<file path="src/rtl/fsm_bit_serializer_if.sv">
// Word-in / bit-out bundle between a word source and fsm_bit_serializer.
// The source drives data_in/data_valid; the serializer drives everything else.
interface fsm_bit_serializer_if #(
    parameter int WIDTH = 8
);
    logic [WIDTH-1:0] data_in;
    logic             data_valid;
    logic             data_ready;
    logic             bit_out;
    logic             bit_valid;
    logic             busy;
    logic             underrun;

    modport master (
        output data_in,
        output data_valid,
        input  data_ready,
        input  bit_out,
        input  bit_valid,
        input  busy,
        input  underrun
    );

    modport slave (
        input  data_in,
        input  data_valid,
        output data_ready,
        output bit_out,
        output bit_valid,
        output busy,
        output underrun
    );
endinterface

</file>
<file path="src/rtl/fsm_bit_serializer.sv">
// Parallel-in/serial-out feeder for the sequence detector: one shifter plus a
// one-word holding register so consecutive words stream without a gap.
module fsm_bit_serializer #(
    parameter int WIDTH     = 8,
    parameter bit MSB_FIRST = 1'b1,
    parameter bit IDLE_BIT  = 1'b0
) (
    input  logic                 clk,
    input  logic                 reset,
    fsm_bit_serializer_if.slave  bus
);

    localparam int CNT_W = (WIDTH > 2) ? $clog2(WIDTH) : 1;
    localparam logic [CNT_W-1:0] CNT_LAST = CNT_W'(WIDTH - 1);

    typedef enum logic {
        ST_IDLE,
        ST_SHIFT
    } state_t;

    state_t           r_state;
    logic [WIDTH-1:0] r_shift;
    logic [WIDTH-1:0] r_hold;
    logic             r_hfull;
    logic [CNT_W-1:0] r_cnt;
    logic             r_underrun;

    logic             w_ready;
    logic             w_accept;
    logic             w_last;
    logic             w_shifting;
    logic             w_head_bit;
    logic [WIDTH-1:0] w_shift_adv;

    // Output end of the shifter depends on bit order; shifting moves toward it.
    generate
        if (MSB_FIRST) begin : g_msb_first
            assign w_head_bit  = r_shift[WIDTH-1];
            assign w_shift_adv = {r_shift[WIDTH-2:0], 1'b0};
        end else begin : g_lsb_first
            assign w_head_bit  = r_shift[0];
            assign w_shift_adv = {1'b0, r_shift[WIDTH-1:1]};
        end
    endgenerate

    assign w_ready    = ~r_hfull & ~reset;
    assign w_accept   = bus.data_valid & w_ready;
    assign w_last     = (r_cnt == CNT_LAST);
    assign w_shifting = (r_state == ST_SHIFT);

    always_ff @(posedge clk) begin
        if (reset) begin
            r_state    <= ST_IDLE;
            r_shift    <= '0;
            r_hold     <= '0;
            r_hfull    <= 1'b0;
            r_cnt      <= '0;
            r_underrun <= 1'b0;
        end else begin
            r_underrun <= 1'b0;
            case (r_state)
                ST_IDLE: begin
                    if (w_accept) begin
                        r_shift <= bus.data_in;
                        r_cnt   <= '0;
                        r_state <= ST_SHIFT;
                    end
                end
                ST_SHIFT: begin
                    if (!w_last) begin
                        r_shift <= w_shift_adv;
                        r_cnt   <= r_cnt + CNT_W'(1);
                        if (w_accept) begin
                            r_hold  <= bus.data_in;
                            r_hfull <= 1'b1;
                        end
                    end else if (r_hfull) begin
                        r_shift <= r_hold;
                        r_hfull <= 1'b0;
                        r_cnt   <= '0;
                    end else if (w_accept) begin
                        // Word arriving on the last bit reloads the shifter with no gap.
                        r_shift <= bus.data_in;
                        r_cnt   <= '0;
                    end else begin
                        r_state    <= ST_IDLE;
                        r_underrun <= 1'b1;
                    end
                end
                default: r_state <= ST_IDLE;
            endcase
        end
    end

    assign bus.data_ready = w_ready;
    assign bus.bit_out    = w_shifting ? w_head_bit : IDLE_BIT;
    assign bus.bit_valid  = w_shifting;
    assign bus.busy       = w_shifting | r_hfull;
    assign bus.underrun   = r_underrun;

endmodule

</file>
<file path="src/flat_wrapper.sv">
// flat-port wrapper written by rule: the top's interface ports become plain ports
module fsm_bit_serializer_flat 
#(
    parameter int WIDTH     = 8,
    parameter bit MSB_FIRST = 1'b1,
    parameter bit IDLE_BIT  = 1'b0
)
  (clk, reset, bus_data_in, bus_data_valid, bus_data_ready, bus_bit_out, bus_bit_valid, bus_busy, bus_underrun);
  fsm_bit_serializer_if #(.WIDTH(WIDTH)) bus_i ();
  input  logic clk;
  input  logic reset;
  input wire logic [$bits(bus_i.data_in)-1:0] bus_data_in;
  input wire logic [$bits(bus_i.data_valid)-1:0] bus_data_valid;
  output wire logic [$bits(bus_i.data_ready)-1:0] bus_data_ready;
  output wire logic [$bits(bus_i.bit_out)-1:0] bus_bit_out;
  output wire logic [$bits(bus_i.bit_valid)-1:0] bus_bit_valid;
  output wire logic [$bits(bus_i.busy)-1:0] bus_busy;
  output wire logic [$bits(bus_i.underrun)-1:0] bus_underrun;
  assign bus_i.data_in = bus_data_in;
  assign bus_i.data_valid = bus_data_valid;
  assign bus_data_ready = bus_i.data_ready;
  assign bus_bit_out = bus_i.bit_out;
  assign bus_bit_valid = bus_i.bit_valid;
  assign bus_busy = bus_i.busy;
  assign bus_underrun = bus_i.underrun;
  fsm_bit_serializer #(.WIDTH(WIDTH), .MSB_FIRST(MSB_FIRST), .IDLE_BIT(IDLE_BIT)) u_core (.clk(clk), .reset(reset), .bus(bus_i));
endmodule
</file>
<file path="config.mk">
export PLATFORM = sky130hd
export DESIGN_NAME = fsm_bit_serializer_flat
export DESIGN_NICKNAME = d
export VERILOG_FILES = /design/src/rtl/fsm_bit_serializer_if.sv /design/src/rtl/fsm_bit_serializer.sv /design/src/flat_wrapper.sv
export SDC_FILE = /design/constraint.sdc
export NUM_CORES = 1
export LEC_CHECK = 0
export ABC_AREA = 1
export BUFFER_PORTS_ARGS = -buffer_cell sky130_fd_sc_hd__buf_2
export CORE_ASPECT_RATIO = 1.1
export CORE_MARGIN = 2
export CORE_UTILIZATION = 25
export DETAILED_ROUTE_END_ITERATION = 8
export PLACE_DENSITY = 0.42
export SLEW_MARGIN = 20
export SYNTH_ARGS = -nofsm -noshare
export SYNTH_HDL_FRONTEND = slang
export SYNTH_SLANG_ARGS = --single-unit
</file>
<file path="constraint.sdc">
create_clock -name clk -period 4 [get_ports clk]
set_input_delay 0.4 -clock clk [delete_from_list [all_inputs] [get_ports clk]]
set_output_delay 0.4 -clock clk [all_outputs]
set_load 0.05 [all_outputs]
</file>
# Word-level counts from Yosys, hierarchy flattened
# Index checks and enable logic that the tools add are counted.
[word_totals]
regBits = 22
input_bits = 11
[op_classes]
reduce_logical = 4
eq_ne = 1
n_mux = 16
add_sub_neg = 1
bitwise = 7
[op_table]
columns = ["operator", "n"]
rows = [
  ["8-bit two-way mux", 3],
  ["8-bit case mux with 2 select lines", 1],
  ["3-bit two-way mux", 3],
  ["1-bit two-way mux", 7],
  ["3-bit case mux with 2 select lines", 1],
  ["1-bit inverter", 4],
  ["4-bit OR reduction", 1],
  ["3-bit by 1-bit adder with 3-bit output, second input constant", 1],
  ["3-bit == test, second input constant", 1],
  ["3-bit AND reduction", 1],
  ["1-bit AND", 2],
  ["1-bit case mux with 2 select lines", 1],
  ["2-bit AND reduction", 1],
  ["2-bit nonzero test", 1],
  ["1-bit OR", 1],
]

# Depth between registers and ports, before layout
# Gate-level depths: netlist of run 1.
[depth]
word_depth = 7
depth_mapped = 9

# Least setup slack after synthesis of run 1
# Ideal clock, no wire load.
[synth_timing]
path_type = "flip-flop to output port"
start = "register u_core.r_state (netlist: u_core.bus.bit_valid)"
end = "output bus_bit_out"
arrival_ps = 1131
setup_slack_ps = 2469
path_stages_with_launch = 3
cell_sequence = "dfxtp_1 > nand2_1 > inv_1"
[synth_between]
elab_chain_cells = 1
[synth_rtl]
columns = ["element", "line_no", "text"]
rows = [
  ["start, declared", "fsm_bit_serializer.sv:21", "state_t r_state;"],
  ["start signal, assigned", "fsm_bit_serializer.sv:53", "r_state <= ST_IDLE;"],
  ["start signal, assigned", "fsm_bit_serializer.sv:66", "r_state <= ST_SHIFT;"],
  ["start signal, assigned", "fsm_bit_serializer.sv:86", "r_state <= ST_IDLE;"],
  ["1-bit two-way mux", "fsm_bit_serializer.sv:96", "assign bus.bit_out = w_shifting ? w_head_bit : IDLE_BIT;"],
  ["end, declared", "flat_wrapper.sv:15", "output wire logic [$bits(bus_i.bit_out)-1:0] bus_bit_out;"],
]
# Every way passes these cells.

# Worst setup path in the final report of run 1
[layout_timing]
start = "register u_core.r_cnt[0]"
end = "register u_core.r_hold[5]"
[layout_between]
elab_chain_cells = 3
[layout_rtl]
columns = ["element", "line_no", "text"]
rows = [
  ["start, declared", "fsm_bit_serializer.sv:25", "logic [CNT_W-1:0] r_cnt;"],
  ["start signal, assigned", "fsm_bit_serializer.sv:72", "r_cnt <= r_cnt + CNT_W'(1);"],
  ["3-bit == test", "fsm_bit_serializer.sv:48", "assign w_last = (r_cnt == CNT_LAST);"],
  ["1-bit inverter (no line)", "n/a", ""],
  ["3-bit AND reduction (no line)", "n/a", ""],
  ["end signal, assigned", "fsm_bit_serializer.sv:74", "r_hold <= bus.data_in;"],
  ["end, declared", "fsm_bit_serializer.sv:23", "logic [WIDTH-1:0] r_hold;"],
]
# Every way passes these cells.
# A chain may end at the register's enable or synchronous reset.

==> run metrics, run 1 <==
Synth Area in XOR/XNOR=0; final count of pins violating max slew=0; Crit. Startpoint=u_core.r_cnt[0]$_SDFF_PP0_; Synth area leader=dfxtp_1; DR vias/cell=~4.4; Filler cells=approximately 460; Post-Syn Instances=approximately 140; fmax=between 500 and 600 MHz; DR iter-0 viols=39; Routed WL per cell=~12 um; chip width=~66 um; Initial Util=0.263; Synth-to-Final Area Change=16.2%; worst min-delay path category=input pin to register; vias in the first global route=roughly 890; cts hold-fix bufs=0; synthesized cell area=about 1000 um2; Worst-path clk slew=~0.080 ns; outcome=finished, final reports clean; WP buf/inv=1; DRC viols=0; critical path peak fanout=11; fin cells=between 200 and 250; Crit path max-delay family=simple AND/OR/NAND/NOR gates; Design Area, Final=about 1200 um2; Final Hold Vio Count=0; static leakage=roughly 0.55 nW; Final period util=0.437; share of layout cells above drive strength 1=0.211; largest net degree at the start of global routing=14; Pre-antenna DRT Iters=4; Max-cap violations=0; total negative slack=0 ns; post-CTS sizing=0; Hold WS=0.392 ns; floorplan core area=3990 um2; post-synthesis compound-gate area fraction=0.190; Post-CTS Setup Bufs=0; Seq/Total Area, Yosys=0.420; largest family of logic cells by synthesized area=simple AND/OR/NAND/NOR gates; Routed Antenna Nets=0; crit start category=register; Die Area=about 4700 um2; CTS Sinks=22; IO Pins=16; arrival time worst endpoint=~1.9 ns; Worst-Skew Late Latency=0.26 ns; CTS tree=done; post-DP HPWL=roughly 1800 um; crit-path cells=ha_1 > ha_1 > nor2_4 > inv_2 > nor2_4 > o21ai_1 > a21oi_1; gr ovfl total=0; Worst Max-Slew Pin Slew=0.361 ns; mux contribution to synthesized area=0; Placed Cells=200; fin crit period=approximately 1.7 ns; Reg-to-Reg Start=u_core.r_cnt[0]$_SDFF_PP0_; Slowest-stage cell, CP=dfxtp_1; All-Layer GR Usage=0.110; unrepaired setup endpoints after global routing=no; Die Span Y=roughly 72 um; Yosys reg bits=22; Simple-Gate Fraction of Synth Area=0.249; fin nets=166; post-synth cell types=21; maximum VDD drop=about 0.00013 V; Routed WL=2360 um; syn_nets=151; Root Driver=clkbuf_8; Cell Area, Placed=about 1100 um2; IO buf count=15; CP Capture Type=register; hold wc startpoint=bus_data_in[4]; CTS Buffer Depth=2; commonest non-fill, non-tap cell in the layout=nand2_1; Final setup viols=0; initial antenna violation count=0; CTS H-tree depth=1; Ant. Diodes=0; worst setup path category=register to register; multi-input logic area=485 um2; Slew headroom=0.759; top-area cell type share of the netlist area=0.420; Syn Area/Cell=approximately 7.6 um2; commonest cells after routing, fill and taps aside=nand2_1, dfxtp_1, inv_1, a21oi_1, buf_2; row count=24; Post-Synth Adder-Cell Area=0.0238; Ys Warns=0; via count=roughly 900; overall power=0.000511 W; top post-synthesis cells by area=dfxtp_1, nand2_1, a21oi_1; global-route wire length before repair=4060 um; Worst Path Required=roughly 4.2 ns; Clock Skews=roughly 0.0048 ns; Pwr Density=roughly 420 nW/um2; CTS Buf Count=3; Largest stage delay, worst path=0.33 ns; routability cong.=0.777; sequential cell area=roughly 440 um2
## state kept, by name, summed over array words and instances, names as in the netlist
signal and count:
u_core.bus.bit_valid 1, u_core.bus.underrun 1, u_core.r_cnt 3, u_core.r_hfull 1, u_core.r_hold 8, u_core.r_shift 8
## power by group
| part | switching, W | internal (W) | leakage (nW) | total, W |
|---|---|---|---|---|
| registers | 0.00000777 | 0.000230 | 0.179 | 0.000238 |
| logic | 0.0000444 | 0.0000214 | 0.337 | 0.0000658 |
| clock network | 0.0000733 | 0.000134 | 0.0357 | 0.000207 |
| total | 0.000125 | 0.000385 | 0.553 | 0.000511 |
## cells in the mapped netlist, drive strengths merged
cell type  number
nor2            9
nand2          30
nor4            1
o21ai          11
a21oi          19
a22oi           5
nand3          11
clkbuf          2
buf             3
o21bai          1
dfxtp          22
ha              2
inv            22
## worst min-delay path, delay by kind of cell
family                 cells  cell delay (ns)
buffers and inverters      2             0.11
AOI/OAI and AO/OA          1             0.10
## logic make-up after synthesis
family,Yosys count
buffers and inverters,27
flip-flops,22
AND/OR/NAND/NOR,51
adder cells (fa/ha/maj),2
AO/OA/AOI/OAI,36
## metrics by stage
| step | utilization | setup WS, ns |
|---|---|---|
| detailed placement | 0.288 | 2.25 |
| global placement | 0.288 | 2.34 |
| floorplan | - | 2.47 |
| finish | 0.305 | 2.25 |
| CTS | 0.305 | 2.24 |
| global route | 0.305 | 2.06 |
## layout make-up
type,instances,share of cell area
clock inverters,1,0.0246
flip-flops and latches,22,0.361
inverters,22,0.0677
well taps,52,0.0533
clock buffers,3,0.0338
repair buffers,15,0.0615
multi-input cells,89,0.398
## path summary, 6_finish.rpt
kind                                   end  slack (ns)  depth (start not counted)
max          u_core.r_hold[5]$_SDFFE_PP0P_        2.25                          7
max reg2reg  u_core.r_hold[5]$_SDFFE_PP0P_        2.25                          7
min          u_core.r_hold[4]$_SDFFE_PP0P_        0.39                          3
min reg2reg     u_core.r_cnt[0]$_SDFF_PP0_        0.47                          1
## routing by layer
metal / track usage / wire (um) / up-vias
met5: 0 / 0 / -
met4: 0.0417 / 21 / 0
met3: 0.0155 / 87 / 2
met2: 0.187 / 1160 / 14
met1: 0.141 / 1080 / 407
li1: - / - / 474
Power figures use the tool's default switching activity.
==> inputs of run 2 (changes only) <==
Settings changed: ABC_AREA 1 to 0, PLACE_DENSITY 0.42 to 0.41.
Clock period 4 ns to 1.75 ns, I/O delays scaled along.
==> run metrics, run 2 <==
R2R Setup Slk=0.12 ns (was 2.25 ns); Worst Path Required=1.89 ns (was 4.19 ns); Routed WL per cell=13.6 um (was 11.6 um); sequential cell area=440 um2 (unchanged); fin cells=194 (was 204); Initial Util=0.259 (was 0.263); share of layout cells above drive strength 1=0.271 (was 0.211); top-area cell type share of the netlist area=0.400 (was 0.420); post-DP HPWL=1900 um (was 1800 um); fin nets=155 (was 166); Clock Skews=0.00421 ns (was 0.00482 ns); Reg-to-Reg Start=u_core.r_cnt[0]$_SDFF_PP0_ (unchanged); Worst-path clk slew=0.08 ns (about the same); Largest regs=u_core.r_hold: 8 flops, u_core.r_shift: 8 flops, u_core.r_cnt: 3 flops (unchanged); Seq/Total Area, Yosys=0.400 (was 0.420); final count of pins violating max slew=0 (unchanged); Root Driver=clkbuf_8 (unchanged); largest family of logic cells by synthesized area=compound AO/OA/AOI/OAI gates (was simple AND/OR/NAND/NOR gates); Synth Area in XOR/XNOR=0 (unchanged); CTS Buffer Depth=2 (unchanged); Int Pwr=0.000747 W (was 0.000385 W); commonest non-fill, non-tap cell in the layout=dfxtp_1 (was nand2_1); Synth area leader=dfxtp_1 (unchanged); CP Capture Type=register (unchanged); Cell Area, Placed=1260 um2 (was 1150 um2); gr ovfl total=0 (unchanged); CTS H-tree depth=1 (unchanged); Final period util=0.934 (was 0.437); multi-input logic area=579 um2 (was 485 um2); largest net degree at the start of global routing=19 (was 14); top post-synthesis cells by area=dfxtp_1, mux2i_1, o21ai_2 (was dfxtp_1, nand2_1, a21oi_1); cts hold-fix bufs=0 (unchanged); hold wc startpoint=bus_data_valid (was bus_data_in[4]); mux contribution to synthesized area=0.0727 (was 0); critical path peak fanout=6 (was 11); Filler cells=479 (was 458); CTS tree=done (unchanged); Crit. Startpoint=u_core.r_cnt[0]$_SDFF_PP0_ (unchanged); routability cong.=0.759 (was 0.777); Ys Warns=0 (unchanged); Routed WL=2640 um (was 2360 um); commonest cells after routing, fill and taps aside=dfxtp_1, buf_2, a21oi_1, buf_4, nand3_1 (was nand2_1, dfxtp_1, inv_1, a21oi_1, buf_2); initial antenna violation count=0 (unchanged); worst setup path category=register to register (unchanged); vias in the first global route=1002 (was 893); synthesized cell area=1100 um2 (was 1050 um2); static leakage=0.519 nW (was 0.553 nW); unrepaired setup endpoints after global routing=no (unchanged); Post-Synth Adder-Cell Area=0.0227 (was 0.0238); DR vias/cell=4.83 (was 4.40); Die Span Y=73.6 um (was 72.0 um); Setup crit end=u_core.r_shift[3]$_SDFF_PP0_ (was u_core.r_hold[5]$_SDFFE_PP0P_); crit start category=register (unchanged); row count=25 (was 24); Ant. Diodes=0 (unchanged); Synth-to-Final Area Change=17.8% (was 16.2%); Post-CTS Setup Bufs=0 (unchanged); count leader, synth=dfxtp_1 (was nand2_1); Simple-Gate Fraction of Synth Area=0.176 (was 0.249); arrival time worst endpoint=1.77 ns (was 1.94 ns); IO Pins=16 (unchanged); post-synthesis compound-gate area fraction=0.255 (was 0.190); syn_nets=134 (was 151); Max-cap violations=0 (unchanged); Net Sw Frac=0.275 (was 0.246); Final Hold Vio Count=0 (unchanged); Pre-antenna DRT Iters=4 (unchanged); Routed Antenna Nets=0 (unchanged); Syn Area/Cell=9.10 um2 (was 7.61 um2); post-synth cell types=33 (was 21); DR iter-0 viols=38 (was 39); Post-Syn Instances=121 (was 138); Net Sw Power=0.000284 W (was 0.000125 W); Design Area, Final=1300 um2 (was 1220 um2); R2R cell count=6 (was 7); sequential power share=0.522 (was 0.466); floorplan core area=4250 um2 (was 3990 um2); Placed Cells=191 (was 200); All-Layer GR Usage=0.121 (was 0.110); Final setup viols=0 (unchanged); ys async rst share=0 (unchanged); chip width=67.3 um (was 65.8 um); global-route wire length before repair=4420 um (was 4060 um); CTS Buf Count=3 (unchanged); reg2reg end=u_core.r_shift[3]$_SDFF_PP0_ (was u_core.r_hold[5]$_SDFFE_PP0P_); Post-synth top cells=dfxtp_1, a21oi_1, nand3_1, mux2i_1 (was nand2_1, dfxtp_1, a21oi_1, inv_1, nand3_1); Yosys reg bits=22 (unchanged); via count=937 (was 897); Worst Max-Slew Pin Slew=0.352 ns (was 0.361 ns); total negative slack=0 ns (unchanged); DRC viols=0 (unchanged); outcome=finished, final reports clean (unchanged); Die Area=4950 um2 (was 4730 um2); worst min-delay path category=input pin to register (unchanged); IO buf count=15 (unchanged); post-CTS sizing=0 (unchanged); Pwr Density=794 nW/um2 (was 419 nW/um2); CTS Sinks=22 (unchanged); maximum VDD drop=0.000230 V (was 0.000127 V); Slew headroom=0.759 (about the same); combinational share of power=0.177 (was 0.129); Hold WS=0.141 ns (was 0.392 ns); clock share of power=0.302 (was 0.405); fin crit period=1.63 ns (was 1.75 ns); fmax=612 MHz (was 572 MHz); number of flops mapped to enable cells by yosys=0 (unchanged); commonest register cell after synthesis=dfxtp_1 (unchanged); Worst-Skew Late Latency=0.26 ns (about the same)
[run 2: changes by cell type after synthesis, sizes merged, moves of 3 or more]
cell	before	now
nand2b	0	4
nor2b	0	7
nand2	30	5
a31oi	0	4
a22oi	5	0
inv	22	3
nor2	9	4
o22ai	0	6
a21oi	19	12
buf	3	7
o211ai	0	3
mux2i	0	8
[run 2: layout make-up]
| cell class | count | share of cell area |
|---|---|---|
| Timing Repair Buffer | 26 | 0.122 |
| Tap cell | 54 | 0.0521 |
| Sequential cell | 22 | 0.339 |
| Clock buffer | 3 | 0.0318 |
| Inverter | 3 | 0.00868 |
| Multi-Input combinational cell | 86 | 0.446 |
[run 2: logic make-up (layout without fill, tap and decap cells)]
group	Yosys count	count (layout)
buffers and inverters	13	32
AND/OR/NAND/NOR	35	35
adder cells (fa/ha/maj)	2	2
flip-flops	22	22
multiplexers	8	8
AO/OA/AOI/OAI	41	41
[run 2: metrics by stage]
step | total power, W | utilization | setup slack, ns
2_1_floorplan | 0.000678 | - | 0.160
3_3_place_gp | 0.000735 | 0.295 | 0.161
3_5_place_dp | 0.000734 | 0.295 | 0.110
4_1_cts | 0.00105 | 0.305 | 0.0925
5_1_grt | 0.00108 | 0.305 | 0.00509
6_report | 0.00103 | 0.305 | 0.116
[run 2: critical path, cell delays in order (launching register included)]
cell and delay, ns:
dfxtp_1 0.33, ha_1 0.20, ha_1 0.21, buf_4 0.16, nor2b_1 0.14, nor2_1 0.07, a2111oi_0 0.40
[run 2: power groups by stage]
stage                     combinational, W  clock, W  sequential [W]
after floorplan                   0.000128         0        0.000550
final                             0.000182  0.000311        0.000538
after CTS                         0.000185  0.000326        0.000538
after global placement            0.000185         0        0.000549
after global routing              0.000201  0.000340        0.000541
after detailed placement          0.000184         0        0.000550
[run 2: how the worst min path moves through the flow]
stage	endpoint	slack, ns	depth (start not counted)
4_1_cts	u_core.bus.underrun$_SDFF_PP0_	0.13	2
2_1_floorplan	u_core.bus.underrun$_SDFF_PP0_	0.25	1
6_report	u_core.bus.underrun$_SDFF_PP0_	0.14	2
3_3_place_gp	u_core.bus.underrun$_SDFF_PP0_	0.40	2
3_5_place_dp	u_core.bus.underrun$_SDFF_PP0_	0.42	2
5_1_grt	u_core.bus.underrun$_SDFF_PP0_	0.16	2
[run 2: routing by layer]
layer / up-vias / GRT usage / share of wire / wire length (um)
met3: 4 / 0.0260 / 0.040 / 105
met1: 440 / 0.137 / 0.44 / 1170
met5: - / 0 / 0 / 0
li1: 478 / - / - / -
met4: 0 / 0.0567 / 0.018 / 48
met2: 15 / 0.212 / 0.50 / 1310
==> inputs of run 3 (changes only) <==
Settings changed: CORE_UTILIZATION 25 to 37, PLACE_DENSITY 0.41 to 0.56.
==> run metrics, run 3 (synthesis gave the netlist of run 2 again) <==
Post-CTS Setup Bufs=0 (unchanged); via count=922 (was 937); hold wc startpoint=bus_data_valid (unchanged); DRC viols=0 (unchanged); CTS Buf Count=3 (unchanged); R2R Setup Slk=0.14 ns (was 0.12 ns); Largest regs=u_core.r_hold: 8 flops, u_core.r_shift: 8 flops, u_core.r_cnt: 3 flops (unchanged); Routed WL per cell=13.5 um (was 13.6 um); combinational share of power=0.181 (was 0.177); Worst Max-Slew Pin Slew=0.312 ns (was 0.352 ns); floorplan core area=2800 um2 (was 4250 um2); crit start category=register (unchanged); Final setup viols=0 (unchanged); Design Area, Final=1260 um2 (was 1300 um2); CTS Sinks=22 (unchanged); Worst-path clk slew=0.12 ns (was 0.08 ns); hold-critical path endpoint=u_core.bus.underrun$_SDFF_PP0_ (unchanged); fin crit period=1.61 ns (was 1.63 ns); fmax=621 MHz (was 612 MHz); maximum VDD drop=0.000369 V (was 0.000230 V); clock share of power=0.282 (was 0.302); Clock Skews=0.00612 ns (was 0.00421 ns); CTS tree=done (unchanged); Die Area=3430 um2 (was 4950 um2); global-route wire length before repair=4210 um (was 4420 um); Worst-Skew Late Latency=0.30 ns (was 0.26 ns); Final period util=0.921 (was 0.934); Initial Util=0.393 (was 0.259); DR vias/cell=5.33 (was 4.83); worst min-delay path category=input pin to register (unchanged); Synth-to-Final Area Change=14.5% (was 17.8%); unrepaired setup endpoints after global routing=no (unchanged); CTS Buffer Depth=2 (unchanged); Die Span Y=61.2 um (was 73.6 um); Final Hold Vio Count=0 (unchanged); largest net degree at the start of global routing=19 (unchanged); CTS H-tree depth=1 (unchanged); share of layout cells above drive strength 1=0.279 (was 0.271); Slew headroom=0.787 (was 0.759); Net Sw Frac=0.279 (was 0.275); R2R cell count=6 (unchanged); static leakage=0.513 nW (was 0.519 nW); worst setup path category=register to register (unchanged); sequential power share=0.537 (was 0.522); commonest cells after routing, fill and taps aside=dfxtp_1, buf_2, a21oi_1, buf_4, nand3_1 (unchanged); cts hold-fix bufs=0 (unchanged); All-Layer GR Usage=0.158 (was 0.121); DR iter-0 viols=35 (was 38); chip width=56.0 um (was 67.3 um); gr ovfl total=0 (unchanged); Cell Area, Placed=1220 um2 (was 1260 um2); Routed WL=2330 um (was 2640 um); post-DP HPWL=1650 um (was 1900 um); row count=20 (was 25); CP Capture Type=register (unchanged); outcome=finished, final reports clean (unchanged); arrival time worst endpoint=1.81 ns (was 1.77 ns); reg2reg end=u_core.r_shift[3]$_SDFF_PP0_ (unchanged); Worst Path Required=1.94 ns (was 1.89 ns); Net Sw Power=0.000279 W (was 0.000284 W); Routed Antenna Nets=0 (unchanged); Pwr Density=793 nW/um2 (was 794 nW/um2); Int Pwr=0.000721 W (was 0.000747 W); Root Driver=clkbuf_4 (was clkbuf_8); routability cong.=0.758 (was 0.759); final count of pins violating max slew=0 (unchanged); vias in the first global route=918 (was 1002); critical path peak fanout=15 (was 6); fin nets=154 (was 155); Pre-antenna DRT Iters=4 (unchanged); initial antenna violation count=0 (unchanged); IO buf count=15 (unchanged); IO Pins=16 (unchanged); commonest non-fill, non-tap cell in the layout=dfxtp_1 (unchanged); Worst Hold Depth=2 (unchanged); Max-cap violations=0 (unchanged); Ant. Diodes=0 (unchanged); total negative slack=0 ns (unchanged); Reg-to-Reg Start=u_core.r_cnt[0]$_SDFF_PP0_ (unchanged)
## run 3: cell count changes in the layout (fill, tap and decap cells not counted)
cell / change
clkbuf_8: -2
clkbuf_4: +3
buf_4: -1
nor2b_1: -1
nor2b_2: +1
## run 3: layer usage
layer / share of wire / vias up / wire length [um] / global-route usage
met5: 0 / - / 0 / 0
met4: 0.0064 / 0 / 15 / 0.0646
met3: 0.029 / 2 / 68 / 0.0252
met2: 0.48 / 12 / 1120 / 0.267
met1: 0.49 / 426 / 1130 / 0.205
li1: - / 482 / - / -
## run 3: worst max path at each step
stage | start | end
detailed placement | u_core.r_cnt[0]$_SDFF_PP0_ | u_core.r_shift[0]$_SDFF_PP0_
floorplan | u_core.bus.bit_valid$_SDFF_PP0_ | u_core.r_shift[0]$_SDFF_PP0_
CTS | u_core.r_cnt[0]$_SDFF_PP0_ | u_core.r_shift[0]$_SDFF_PP0_
global placement | u_core.r_cnt[0]$_SDFF_PP0_ | u_core.r_shift[3]$_SDFF_PP0_
finish | u_core.r_cnt[0]$_SDFF_PP0_ | u_core.r_shift[3]$_SDFF_PP0_
global route | u_core.r_cnt[0]$_SDFF_PP0_ | u_core.r_shift[1]$_SDFF_PP0_
## run 3: timing repair
item	CTS	global route
gates resized for setup	0	1
setup endpoints to repair	0	4
endpoints found under the hold margin	0	0
## run 3: power by group through the flow
| stage | Sequential, W | Clock [W] | Combinational [W] |
|---|---|---|---|
| 4_1_cts | 0.000537 | 0.000291 | 0.000183 |
| 3_3_place_gp | 0.000547 | 0 | 0.000181 |
| 5_1_grt | 0.000541 | 0.000323 | 0.000199 |
| 2_1_floorplan | 0.000550 | 0 | 0.000128 |
| 6_report | 0.000537 | 0.000282 | 0.000181 |
| 3_5_place_dp | 0.000548 | 0 | 0.000182 |
## run 3: final cells by class
class | instances | area (um2)
Fill cell | 278 | 1540
Clock buffer | 4 | 36.3
Inverter | 3 | 11.3
Timing Repair Buffer | 25 | 150
Sequential cell | 22 | 440
Tap cell | 33 | 41.3
Multi-Input combinational cell | 86 | 582
## run 3: per-stage QoR
stage	total power, W	hold WS (ns)	worst slack, ns	util	cells
final	0.00100	0.0771	0.139	0.450	173
after floorplan	0.000678	0.252	0.160	-	121
after global routing	0.00106	0.0558	0.0186	0.450	173
after global placement	0.000728	0.401	0.187	0.436	169
after detailed placement	0.000730	0.406	0.129	0.436	169
after CTS	0.00101	0.0708	0.107	0.449	173
## run 3: worst max-delay path, cell delays in order, from the launching register on
cell and delay [ns]:
dfxtp_1 0.34, ha_1 0.20, ha_1 0.19, buf_4 0.18, nor2b_1 0.15, nor2_1 0.07
a2111oi_0 0.36
